[config.mk]
export PLATFORM = sky130hd
export DESIGN_NAME = mem_stall_bridge
export DESIGN_NICKNAME = d
export VERILOG_FILES = /design/src/rtl/mem_bridge_pkg.sv /design/src/rtl/load_extend.sv /design/src/rtl/mem_stall_bridge.sv
export SDC_FILE = /design/constraint.sdc
export NUM_CORES = 1
export LEC_CHECK = 0
export BUFFER_PORTS_ARGS = -buffer_cell sky130_fd_sc_hd__buf_2
export CORE_ASPECT_RATIO = 1.5
export CORE_MARGIN = 1
export CORE_UTILIZATION = 38
export DETAILED_ROUTE_END_ITERATION = 10
export GPL_TIMING_DRIVEN = 0
export PLACE_DENSITY = 0.77
export SLEW_MARGIN = 15
export SYNTH_ARGS = -nofsm -noshare
export SYNTH_HDL_FRONTEND = slang
export SYNTH_SLANG_ARGS = --single-unit
[constraint.sdc]
create_clock -name clk -period 1.5 [get_ports clk]
set_input_delay 0.3 -clock clk [delete_from_list [all_inputs] [get_ports clk]]
set_output_delay 0.3 -clock clk [all_outputs]
set_load 0.01 [all_outputs]
[src/rtl/mem_bridge_pkg.sv]
// Shared encodings and byte-lane helpers for the data-memory bridges.
package mem_bridge_pkg;

    localparam logic [1:0] SZ_BYTE = 2'b00;
    localparam logic [1:0] SZ_HALF = 2'b01;
    localparam logic [1:0] SZ_WORD = 2'b10;

    typedef enum logic [1:0] {
        ST_IDLE,
        ST_WAIT,
        ST_DONE
    } state_t;

    // Reserved size 2'b11 falls into the word branches below.
    function automatic logic [3:0] lane_mask(input logic [1:0] size, input logic [1:0] off);
        case (size)
            SZ_BYTE: lane_mask = 4'b0001 << off;
            SZ_HALF: lane_mask = off[1] ? 4'b1100 : 4'b0011;
            default: lane_mask = 4'b1111;
        endcase
    endfunction

    function automatic logic [31:0] lane_data(input logic [1:0] size, input logic [31:0] wdata);
        case (size)
            SZ_BYTE: lane_data = {4{wdata[7:0]}};
            SZ_HALF: lane_data = {2{wdata[15:0]}};
            default: lane_data = wdata;
        endcase
    endfunction

    function automatic logic misaligned(input logic [1:0] size, input logic [1:0] off);
        case (size)
            SZ_BYTE: misaligned = 1'b0;
            SZ_HALF: misaligned = off[0];
            default: misaligned = (off != 2'b00);
        endcase
    endfunction

endpackage

[src/rtl/load_extend.sv]
// Load lane select plus sign/zero extension; shared by the data and instruction bridges.
module load_extend
    import mem_bridge_pkg::*;
(
    input  logic [1:0]  size,
    input  logic [1:0]  offset,
    input  logic        zero_ext,
    input  logic [31:0] rdata,
    output logic [31:0] data
);

    logic [7:0]  lane_b;
    logic [15:0] lane_h;

    always_comb begin
        lane_b = rdata[{offset, 3'b000} +: 8];
        lane_h = offset[1] ? rdata[31:16] : rdata[15:0];
        case (size)
            SZ_BYTE: data = {{24{~zero_ext & lane_b[7]}}, lane_b};
            SZ_HALF: data = {{16{~zero_ext & lane_h[15]}}, lane_h};
            default: data = rdata;
        endcase
    end

endmodule

[src/rtl/mem_stall_bridge.sv]
// Handshaked M-stage to synchronous RAM bridge with pipeline stall and load extension.
// Define MEM_ALIGN_CHECK_EN to reject misaligned half/word accesses with resp_err.
module mem_stall_bridge
    import mem_bridge_pkg::*;
#(
    parameter int ADDR_W  = 32,
    parameter int LATENCY = 1
) (
    input  logic              clk,
    input  logic              rst,
    input  logic              req_en,
    input  logic              req_we,
    input  logic [1:0]        req_size,
    input  logic              req_unsigned,
    input  logic [ADDR_W-1:0] req_addr,
    input  logic [31:0]       req_wdata,
    output logic              stall,
    output logic              resp_valid,
    output logic [31:0]       resp_rdata,
    output logic              resp_err,
    output logic              ram_en,
    output logic [3:0]        ram_we,
    output logic [ADDR_W-1:0] ram_addr,
    output logic [31:0]       ram_wdata,
    input  logic [31:0]       ram_rdata
);

    localparam int CNT_W = (LATENCY > 1) ? $clog2(LATENCY) : 1;
    localparam logic [CNT_W-1:0] CNT_LOAD = CNT_W'(LATENCY - 1);

    state_t           state;
    logic [CNT_W-1:0] cnt;
    logic [1:0]       cap_size;
    logic [1:0]       cap_off;
    logic             cap_zext;
    logic             bad;
    logic             issue;
    logic [31:0]      ext_data;

`ifdef MEM_ALIGN_CHECK_EN
    assign bad = misaligned(req_size, req_addr[1:0]);
`else
    assign bad = 1'b0;
`endif

    assign issue = rst & req_en & (state == ST_IDLE);
    assign stall = req_en & (state != ST_DONE);

    // RAM side is driven straight from the request so the access issues in the request cycle.
    always_comb begin
        ram_en    = 1'b0;
        ram_we    = '0;
        ram_addr  = '0;
        ram_wdata = '0;
        if (issue && !bad) begin
            ram_en    = 1'b1;
            ram_we    = req_we ? lane_mask(req_size, req_addr[1:0]) : 4'b0000;
            ram_addr  = {req_addr[ADDR_W-1:2], 2'b00};
            ram_wdata = req_we ? lane_data(req_size, req_wdata) : '0;
        end
    end

    load_extend u_load_extend (
        .size     (cap_size),
        .offset   (cap_off),
        .zero_ext (cap_zext),
        .rdata    (ram_rdata),
        .data     (ext_data)
    );

    always_ff @(posedge clk or negedge rst) begin
        if (!rst) begin
            state      <= ST_IDLE;
            cnt        <= '0;
            resp_valid <= 1'b0;
            resp_rdata <= '0;
            resp_err   <= 1'b0;
            cap_size   <= '0;
            cap_off    <= '0;
            cap_zext   <= 1'b0;
        end else begin
            resp_valid <= 1'b0;
            resp_err   <= 1'b0;
            case (state)
                ST_IDLE: begin
                    if (req_en) begin
                        cap_size <= req_size;
                        cap_off  <= req_addr[1:0];
                        cap_zext <= req_unsigned;
                        if (bad || req_we) begin
                            state      <= ST_DONE;
                            resp_valid <= 1'b1;
                            resp_err   <= bad;
                        end else begin
                            cnt   <= CNT_LOAD;
                            state <= ST_WAIT;
                        end
                    end
                end
                ST_WAIT: begin
                    if (cnt == '0) begin
                        resp_rdata <= ext_data;
                        resp_valid <= 1'b1;
                        state      <= ST_DONE;
                    end else begin
                        cnt <= cnt - 1'b1;
                    end
                end
                ST_DONE: state <= ST_IDLE;
                default: state <= ST_IDLE;
            endcase
        end
    end

endmodule
==> key figures <==
Pwr
  – Psw: 1981 uW
  – Switching share of total power: 35.47%
  – Pwr Density: 1044 nW/um^2
  – Power share of the clock group: 24.3%
  – Max VDD drop: 0.5299 mV
  – Logic pwr share: 45.5%
  – P_int: 3604 uW
  – Seq pwr share: 30.2%
  – Leak: 0.002612 uW

Clock tree
  – Inserted Clock Buffers: 5
  – Clock latency on the worst-skew pair: 0.29 ns
  – CTS tree: done
  – Clock sink total: 40
  – Root Driver: clkbuf_16
  – Number of H-tree levels: 2
  – Clock-pin transition on the worst setup and hold timing paths: 0.06 ns
  – Max clock buf depth: 2

Synthesis
  – Number of synthesized flops with an enable pin: 0
  – Synth Warn #: 0
  – Netlist area before placement: 2987 sq um
  – Main synth FF type: dfrtp_1
  – Synthesized netlist cell count: 385
  – Fraction of the yosys area taken by sequential cells: 33.51%
  – Async SR Flop Fraction: 100.0%
  – FF+latch count, synth: 40
  – Post-Synthesis Mean Instance Area: 7.757 sq um
  – Netlist cell types: 39

STA
  – PnR worst setup slack: -0.4962 ns
  – Worst hold slack: -0.08069 ns
  – Hold Vio Cnt, Final: 40
  – Final Setup Violations: 75
  – Post-layout minimum cycle time: 1.996 ns
  – Max Clock Freq: 501.0 MHz
  – Slew Viols, Final: 0
  – RSZ-0062 raised after global routing: yes
  – Post-route clock skew: 0.006372 ns
  – Fin crit share: 133.1%
  – Total negative slack: -27.73 ns

Global routing
  – Largest net degree at the start of global routing: 45
  – GRT Overall Usage: 27.85%
  – Vias in the first global route: 3,772
  – Initial antenna violation count: 0
  – Global route total overflow: 0
  – First-pass GRT wire length: 17,750 um

Die
  – Die Wd: 74.39 um
  – Die Ht: 110.6 um
  – # IOs: 207
  – Total core area: 7612 sq um
  – # rows: 39
  – Die ar.: 8225 sq um
  – Starting Density: 39.23%

Run status
  – Status: finished with violations
  – Failing checks: hold timing, setup timing

Finish
  – Synth-to-Final Area Change: 79.14%
  – Fin nets: 719
  – Antenna fix cells: 0
  – Share of cells above drive strength 1: 56.33%

Routing
  – Initial drt markers: 200
  – DRT antenna net count: 0
  – Drt pass-1 iters: 5
  – Via-to-Cell Ratio: 5.366
  – Via count: 3,853
  – WL final: 12,000 um
  – DRC: 0
  – WL per Instance: 16.72 um

Worst setup path
  – Worst path required time: 1.20 ns
  – Arr. time, crit path: 1.70 ns
  – Crit-path slowest cell: dfrtp_1
  – Crit Path Max Fanout: 11
  – CP Cell Sequence: nor3b_2 -> and2_1 -> buf_6 -> nand2_8 -> buf_4 -> a21oi_2 -> buf_2
  – Startpoint Class: flip-flop
  – Crit end category: output port
  – Largest stage delay, worst path: 0.39 ns
  – Crit Path Class: reg2out

Place
  – RePlAce Congestion: 0.9638
  – IO Port Bufs: 202
  – Post-DP HPWL: 8275 um

Worst hold path
  – Type of the tightest min-delay check: in2async

Flow run
  – Max-cap viol count: 0
[stage by stage]
| stage | worst slack, ns | cells | area [sq um] | util [%] | total power (uW) |
|---|---|---|---|---|---|
| 2_1_floorplan | -0.04273 | 387 | 3206 | - | 2985 |
| 3_3_place_gp | -0.7737 | 691 | 4344 | 57.07 | 3774 |
| 3_5_place_dp | -0.7861 | 691 | 4344 | 57.07 | 3825 |
| 4_1_cts | -0.4947 | 712 | 5102 | 67.03 | 5422 |
| 5_1_grt | -0.5522 | 718 | 5350 | 70.28 | 5887 |
| 6_report | -0.4962 | 718 | 5350 | 70.28 | 5586 |
[cell type report]
class | count | area, sq um
Fill cell | 578 | 2262
Multi-Input combinational cell | 297 | 2142
Timing Repair Buffer | 223 | 1551
Sequential cell | 40 | 1003
Buffer | 38 | 299.0
Tap cell | 102 | 127.6
Clock buffer | 5 | 125.1
Clock inverter | 2 | 60.06
Inverter | 11 | 41.29
[what timing repair did]
| item | CTS | global route |
|---|---|---|
| cloned | 3 | 1 |
| pin swaps | 26 | 9 |
| setup endpoints to repair | 94 | 98 |
| gates resized for setup | 88 | 57 |
| endpoints found under the hold margin | 40 | 40 |
| setup buffers | 12 | 5 |
[cell families (layout without fill, tap and decap cells)]
family	count (synthesis)	in the layout	synth area share [%]
compound gates	121	121	24.26
buf+inv	50	279	8.085
flops	40	40	33.51
mux	22	22	8.378
other cells	1	3	0.1256
simple gates	151	151	25.64
[power groups by stage]
stage | Sequential [uW] | Combinational, uW | Clock [uW]
after floorplan | 1830 | 1160 | 0
after global placement | 1670 | 2100 | 0
after detailed placement | 1690 | 2130 | 0
after CTS | 1670 | 2390 | 1360
after global routing | 1730 | 2770 | 1390
final | 1690 | 2540 | 1360
[critical path, delay by kind of cell (launching register included)]
family                 cells  cell delay (ns)
DFF                        1             0.39
AOI/OAI and AO/OA          1             0.11
buffers and inverters      3             0.41
and+or+nand+nor            3             0.49
[cell usage after synthesis, types with 3 or more instances]
library cell / number / area (sq um)
a21oi_1: 66 / 330.3
nor2_1: 50 / 187.7
dfrtp_1: 40 / 1001
and3_1: 38 / 237.7
nand2_1: 32 / 120.1
o21ai_0: 24 / 120.1
clkbuf_1: 18 / 67.56
mux2i_1: 16 / 160.2
buf_2: 13 / 65.06
inv_1: 11 / 41.29
nand2b_1: 11 / 68.82
o21ai_2: 10 / 87.58
nand3b_1: 7 / 52.55
a21o_1: 6 / 45.04
a31oi_1: 6 / 37.54
buf_4: 4 / 30.03
mux2_2: 4 / 45.04
buf_6: 3 / 33.78
nor2b_1: 3 / 18.77
[routing by layer]
layer / vias to the layer above / track usage [%] / wire length (um)
li1: 1783 / - / -
met1: 1811 / 28.21 / 4176
met2: 219 / 52.19 / 6640
met3: 40 / 4.106 / 722
met4: 0 / 13.84 / 462
met5: - / 0 / 0
[placed cells by master (no fill, tap or decap), types with 2 or more instances in the layout]
cell	netlist	routed
dfrtp_1	40	38
o22a_1	2	2
inv_1	11	11
a31oi_1	6	6
buf_4	4	19
buf_6	3	55
bufinv_16	0	2
o22ai_4	1	2
a21o_1	6	6
nor2_1	50	32
a21oi_2	1	12
a21oi_4	0	3
conb_1	1	3
nand2_1	32	32
clkbuf_2	0	3
o21ai_2	10	10
dfrtp_2	0	2
clkbuf_1	18	10
buf_8	0	6
nand2b_1	11	11
o21ai_0	24	18
buf_12	0	4
buf_2	13	161
clkbuf_16	0	6
nor2_4	0	18
and3_1	38	10
nand3b_1	7	7
o21ai_1	0	6
nor2b_1	3	2
mux2_2	4	4
mux2i_4	2	2
and3_4	0	28
mux2i_1	16	16
a21oi_1	66	52
[worst paths after layout]
check                                           start                    endpoint  slack (ns)  cells past startpoint
min in group clk                         req_unsigned        cap_zext$_DFFE_PN0P_        0.22                      3
hold / removal                                    rst  resp_rdata[16]$_DFFE_PN0P_       -0.08                      1
hold reg to reg            resp_rdata[27]$_DFFE_PN0P_  resp_rdata[27]$_DFFE_PN0P_        0.53                      2
max in group asynchronous                         rst      cap_off[0]$_DFFE_PN0P_        1.25                      1
setup / recovery                 state[1]$_DFFE_PN0P_               ram_wdata[12]       -0.50                      7
setup reg to reg               cap_off[0]$_DFFE_PN0P_  resp_rdata[12]$_DFFE_PN0P_       -0.03                      5
[flip-flops by register name (all words and copies together), names as in the netlist]
| register | count |
|---|---|
| cap_off | 2 |
| cap_size | 2 |
| cap_zext | 1 |
| resp_rdata | 32 |
| resp_valid | 1 |
| state | 2 |
(Power assumes the default switching activity.)
